`src/rtl/axil_pkg.sv`:
```
// Shared AXI4-Lite definitions: response codes, initiator state encoding
// and the request bundle used by axil_master and the peripheral responders.
package axil_pkg;

    localparam logic [1:0] OKAY   = 2'b00;
    localparam logic [1:0] EXOKAY = 2'b01;
    localparam logic [1:0] SLVERR = 2'b10;
    localparam logic [1:0] DECERR = 2'b11;

    localparam int AXIL_ADDR_W = 32;
    localparam int AXIL_DATA_W = 32;
    localparam int AXIL_STRB_W = AXIL_DATA_W / 8;

    typedef enum logic [2:0] {
        IDLE,
        WR,
        WB,
        RA,
        RD,
        RSP
    } axil_state_t;

    typedef struct packed {
        logic                   write;
        logic [AXIL_ADDR_W-1:0] addr;
        logic [AXIL_DATA_W-1:0] wdata;
        logic [AXIL_STRB_W-1:0] wstrb;
    } axil_req_t;

endpackage

```
`src/rtl/axil_master.sv`:
```
// Single-outstanding AXI4-Lite initiator: turns one request/response pair
// into one AXI-Lite read or write (AW and W issued together).
// Ports:
//   clk, rst                     clock, async active-high reset
//   req_valid/ready/write/addr/wdata/wstrb   request port
//   rsp_valid/ready/rdata/resp   response port (rdata is 0 for writes)
//   aw*/w*/b*/ar*/r*             AXI-Lite master channels, all registered
// Optional macro AXIL_MASTER_TIMEOUT_EN: response watchdog that gives up
// after TIMEOUT_CYCLES quiet cycles, answers SLVERR and discards the late
// beat via a sticky stale flag.
module axil_master
    import axil_pkg::*;
#(
    parameter int ADDR_WIDTH     = 32,
    parameter int DATA_WIDTH     = 32,
    parameter int STRB_WIDTH     = DATA_WIDTH / 8,
    parameter int TIMEOUT_CYCLES = 1024
) (
    input  logic                  clk,
    input  logic                  rst,
    input  logic                  req_valid,
    output logic                  req_ready,
    input  logic                  req_write,
    input  logic [ADDR_WIDTH-1:0] req_addr,
    input  logic [DATA_WIDTH-1:0] req_wdata,
    input  logic [STRB_WIDTH-1:0] req_wstrb,
    output logic                  rsp_valid,
    input  logic                  rsp_ready,
    output logic [DATA_WIDTH-1:0] rsp_rdata,
    output logic [1:0]            rsp_resp,
    output logic [ADDR_WIDTH-1:0] awaddr,
    output logic [2:0]            awprot,
    output logic                  awvalid,
    input  logic                  awready,
    output logic [DATA_WIDTH-1:0] wdata,
    output logic [STRB_WIDTH-1:0] wstrb,
    output logic                  wvalid,
    input  logic                  wready,
    input  logic [1:0]            bresp,
    input  logic                  bvalid,
    output logic                  bready,
    output logic [ADDR_WIDTH-1:0] araddr,
    output logic [2:0]            arprot,
    output logic                  arvalid,
    input  logic                  arready,
    input  logic [DATA_WIDTH-1:0] rdata,
    input  logic [1:0]            rresp,
    input  logic                  rvalid,
    output logic                  rready
);

    if (!(DATA_WIDTH == 32 || DATA_WIDTH == 64) || TIMEOUT_CYCLES < 2)
    begin : g_cfg_check
        $error("axil_master: unsupported DATA_WIDTH or TIMEOUT_CYCLES");
    end

    axil_state_t state;

    assign awprot = 3'b000;
    assign arprot = 3'b000;

`ifdef AXIL_MASTER_TIMEOUT_EN
    localparam int CW = $clog2(TIMEOUT_CYCLES);

    logic [CW-1:0] cnt;
    logic          busy;
    logic          hs;
    logic          tmo;
    logic          stale;

    assign busy = (state == WR) || (state == WB) ||
                  (state == RA) || (state == RD);
    assign hs   = (awvalid && awready) || (wvalid && wready) ||
                  (bvalid && bready)   || (arvalid && arready) ||
                  (rvalid && rready);
    // Fires on the last quiet cycle so the giveup lands exactly
    // TIMEOUT_CYCLES cycles after the last handshake.
    assign tmo  = busy && !hs && (cnt == CW'(TIMEOUT_CYCLES - 1));

    always_ff @(posedge clk or posedge rst) begin
        if (rst) begin
            cnt <= '0;
        end else if (!busy || hs) begin
            cnt <= '0;
        end else begin
            cnt <= cnt + 1'b1;
        end
    end
`endif

    always_ff @(posedge clk or posedge rst) begin
        if (rst) begin
            state     <= IDLE;
            req_ready <= 1'b0;
            rsp_valid <= 1'b0;
            rsp_rdata <= '0;
            rsp_resp  <= '0;
            awaddr    <= '0;
            awvalid   <= 1'b0;
            wdata     <= '0;
            wstrb     <= '0;
            wvalid    <= 1'b0;
            bready    <= 1'b0;
            araddr    <= '0;
            arvalid   <= 1'b0;
            rready    <= 1'b0;
`ifdef AXIL_MASTER_TIMEOUT_EN
            stale     <= 1'b0;
`endif
`ifdef AXIL_MASTER_TIMEOUT_EN
        end else if (tmo) begin
            awvalid   <= 1'b0;
            wvalid    <= 1'b0;
            arvalid   <= 1'b0;
            bready    <= 1'b0;
            rready    <= 1'b0;
            rsp_valid <= 1'b1;
            rsp_resp  <= SLVERR;
            rsp_rdata <= '0;
            stale     <= 1'b1;
            state     <= RSP;
`endif
        end else begin
            unique case (state)
                IDLE: begin
                    req_ready <= 1'b1;
`ifdef AXIL_MASTER_TIMEOUT_EN
                    // Swallow the beat belonging to the abandoned transfer.
                    if (stale && ((bvalid && bready) || (rvalid && rready))) begin
                        stale  <= 1'b0;
                        bready <= 1'b0;
                        rready <= 1'b0;
                    end
`endif
                    if (req_valid && req_ready) begin
                        req_ready <= 1'b0;
                        bready    <= 1'b0;
                        rready    <= 1'b0;
                        if (req_write) begin
                            awaddr  <= req_addr;
                            wdata   <= req_wdata;
                            wstrb   <= req_wstrb;
                            awvalid <= 1'b1;
                            wvalid  <= 1'b1;
                            state   <= WR;
                        end else begin
                            araddr  <= req_addr;
                            arvalid <= 1'b1;
                            state   <= RA;
                        end
                    end
                end
                WR: begin
                    if (awvalid && awready) awvalid <= 1'b0;
                    if (wvalid && wready) wvalid <= 1'b0;
                    // A channel is done once its valid is low or handshaking now.
                    if ((!awvalid || awready) && (!wvalid || wready)) begin
                        bready <= 1'b1;
                        state  <= WB;
                    end
                end
                WB: begin
                    if (bvalid) begin
                        bready    <= 1'b0;
                        rsp_resp  <= bresp;
                        rsp_rdata <= '0;
                        rsp_valid <= 1'b1;
                        state     <= RSP;
                    end
                end
                RA: begin
                    if (arready) begin
                        arvalid <= 1'b0;
                        rready  <= 1'b1;
                        state   <= RD;
                    end
                end
                RD: begin
                    if (rvalid) begin
                        rready    <= 1'b0;
                        rsp_rdata <= rdata;
                        rsp_resp  <= rresp;
                        rsp_valid <= 1'b1;
                        state     <= RSP;
                    end
                end
                RSP: begin
                    if (rsp_ready) begin
                        rsp_valid <= 1'b0;
                        req_ready <= 1'b1;
                        state     <= IDLE;
`ifdef AXIL_MASTER_TIMEOUT_EN
                        bready    <= stale;
                        rready    <= stale;
`endif
                    end
                end
                default: state <= IDLE;
            endcase
        end
    end

endmodule

```
`config.mk`:
```
export PLATFORM = sky130hd
export DESIGN_NAME = axil_master
export DESIGN_NICKNAME = d
export VERILOG_FILES = /design/src/rtl/axil_pkg.sv /design/src/rtl/axil_master.sv
export SDC_FILE = /design/constraint.sdc
export NUM_CORES = 1
export LEC_CHECK = 0
export BUFFER_PORTS_ARGS = -buffer_cell sky130_fd_sc_hd__buf_2
export CAP_MARGIN = 20
export CORE_UTILIZATION = 52
export CTS_CLUSTER_DIAMETER = 80
export CTS_CLUSTER_SIZE = 40
export DETAILED_ROUTE_END_ITERATION = 12
export HOLD_SLACK_MARGIN = 0.06
export PLACE_DENSITY = 0.9
export SETUP_SLACK_MARGIN = 0.15
export SLEW_MARGIN = 40
export SYNTH_ARGS = -nofsm -noshare
export SYNTH_HDL_FRONTEND = slang
export SYNTH_SLANG_ARGS = --single-unit
```
`constraint.sdc`:
```
create_clock -name clk -period 8.5 [get_ports clk]
set_clock_uncertainty 0.05 [all_clocks]
set_input_delay 1.275 -clock clk [delete_from_list [all_inputs] [get_ports clk]]
set_output_delay 1.275 -clock clk [all_outputs]
set_load 0.02 [all_outputs]
```
==> impl_metrics.ini <==
[job]
drv_cap = 0

[drt]
first_iter_violations = 255
drt_first_pass_iters = 4
routedWlPerCell_um = 16.8
wl_um = 14000
route.detailed.drc = 0
vias = 4198
ant_nets = 0
avgViaCountPerCell = 5.02

[outcome]
status = finished, final reports clean

[place]
pre_cts_slack_ns = 5.18
place_congestion = 0.795
dp_hpwl_um = 9860
place_area_um2 = 7470
port_buffers = 254

[yosys]
netlist_area_um2 = 6120
synth_seq_cells = 144
syn_inst = 424
synth.avg_cell_area_um2 = 14.4
synth.distinct_cells = 34
synth-edff-count = 0
async_flop_share_pct = 100
synth-seq-area-share_pct = 58.9
yosys_warnings = 0
synth_ff_type = dfrtp_1

[sta]
setup_viol = 0
min_period_ns = 2.90
hold_viol = 0
setup_tns_ns = 0
max_freq_mhz = 345
slew_violations = 0
worst_pin_slew_ns = 0.814
final.setup.worst_slack_ns = 5.60
slew_headroom_pct = 45.7
grt_setup_unrepaired = no
fin_crit_sh_pct = 34.1

[global_route]
grt_pass1_vias = 4500
grt_max_degree = 83
antenna_found_initial = 1
grt_use_total_pct = 24.2
globalRouteOverflowTotal = 0
grt_pass1_wl_um = 23100

[setup_path]
arrival_ns = 3.14
crit_chain = buf_2, nand2_1, or4_4, buf_4, mux2_4
cp-end-kind = register
critical_path.max_fanout = 45
r2r_slack_ns = 5.76
cp_data_required_time_ns = 8.74
crit_path_max_incr_delay_ns = 0.74
crit_path_top_delay_cell = buf_4
cp-start-kind = input pin
criticalPathCategory = input pin to register

[finish]
syn_to_final_growth_pct = 33.6
multi_input_area_um2 = 2230
register_area_um2 = 3600
drive_above_1_share_pct = 57.7
nets = 794
design_area_um2 = 8170
nFillCells = 765

[cts]
cts_made_buffers = 17
cts_tree = yes
cts_sinks = 144
cts-root-buf = clkbuf_16
htree_levels = 4
hold_buffers = 0
clkLatencyLatePin_ns = 0.41
post_cts_buffers = 0
cts-resized-gates = 0
cts_buffer_depth = 2
clk_pin_slew_worst_paths_ns = 0.05

[floorplan]
die-area_um2 = 12200
die_x_um = 110
die_h_um = 110
row_count = 39
coreArea_um2 = 11400
io_pins = 261
initial_core_util_pct = 53.6

[power_and_ir_drop]
power_mw = 3.59
power_density_nw_per_um2 = 439
power_leakage_nw = 4.30
max-vdd-ir-drop_uv = 301

[worst_hold_path]
hp-class = register to register
## kinds of logic (layout without fill, tap and decap cells)
kind of cell	count (synthesis)	count (layout)	share of synthesized area (%)
buffers and inverters	65	328	5.40
multiplexers	136	136	28.6
AND/OR/NAND/NOR	61	61	4.91
other	1	7	0.0613
flip-flops	144	144	58.9
AO/OA/AOI/OAI	17	17	2.17
## final timing paths
check,end,depth (start not counted),from
max,wdata[28],5,req_valid
min in group asynchronous,wdata[27],2,rst
min,arvalid,1,arvalid
max in group asynchronous,awaddr[13],3,rst
max reg2reg,wdata[28],4,state[1]
min reg2reg,arvalid,1,arvalid
## through the flow
| step | util, % | hold slack (ns) | instances |
|---|---|---|---|
| floorplan | - | 0.545 | 429 |
| global placement | 65.4 | 0.413 | 804 |
| detailed placement | 65.4 | 0.411 | 804 |
| CTS | 71.5 | 0.435 | 835 |
| global route | 71.6 | 0.450 | 836 |
| finish | 71.6 | 0.427 | 836 |
## cell usage after synthesis (all sizes together), types with 3 or more instances
| library cell | instances | area share [%] |
|---|---|---|
| dfrtp | 144 | 59 |
| mux2 | 104 | 23 |
| nand2 | 39 | 2.4 |
| inv | 38 | 2.3 |
| mux2i | 32 | 5.2 |
| buf | 20 | 2.6 |
| clkbuf | 7 | 0.43 |
| a211oi | 4 | 0.49 |
| nand3 | 4 | 0.33 |
| nand3b | 4 | 0.49 |
| a21oi | 3 | 0.31 |
| nand2b | 3 | 0.31 |
## worst max-delay path, delay by kind of cell
kind / cells / cell delay [ns]
simple gates: 2 / 0.61
mux: 1 / 0.36
buf+inv: 2 / 0.86
## power breakdown
group | leakage (nW) | switching, mW | internal (mW)
registers | 1.78 | 0.213 | 1.02
logic | 2.18 | 0.819 | 0.660
clock network | 0.341 | 0.275 | 0.603
total | 4.30 | 1.31 | 2.28
## state kept, by name, summed over array words and instances (netlist names), 2 cells and up
signal / count
araddr: 32
awaddr: 32
rsp_rdata: 32
rsp_resp: 2
state: 3
wdata: 32
wstrb: 4
## placed cells by master (no fill, tap or decap), types with 4 or more instances in the layout
| master | Yosys | routed |
|---|---|---|
| bufinv_16 | 0 | 7 |
| nand3b_1 | 4 | 4 |
| conb_1 | 1 | 6 |
| clkbuf_16 | 0 | 17 |
| mux2_4 | 68 | 68 |
| mux2i_1 | 32 | 32 |
| mux2_2 | 36 | 36 |
| buf_4 | 7 | 4 |
| a211oi_1 | 4 | 4 |
| nand2_1 | 39 | 39 |
| dfrtp_1 | 144 | 144 |
| buf_2 | 6 | 254 |
| nand3_1 | 4 | 4 |
| inv_1 | 38 | 37 |
## per-layer routing
metal	up-vias	track usage [%]	wire length [µm]
met1	2062	27.7	5470
li1	1931	-	-
met2	169	41.6	7430
met4	0	13.3	465
met5	-	0	0
met3	36	5.76	676
## final cells by class
cell class | instances | area share, %
well taps | 143 | 2.19
flip-flops and latches | 144 | 44.1
clock inverters | 9 | 2.79
inverters | 38 | 1.81
repair buffers | 259 | 16.1
multi-input cells | 220 | 27.2
diodes | 1 | 0.0306
clock buffers | 22 | 5.80
Note: power is estimated with default switching activity, not from simulation.
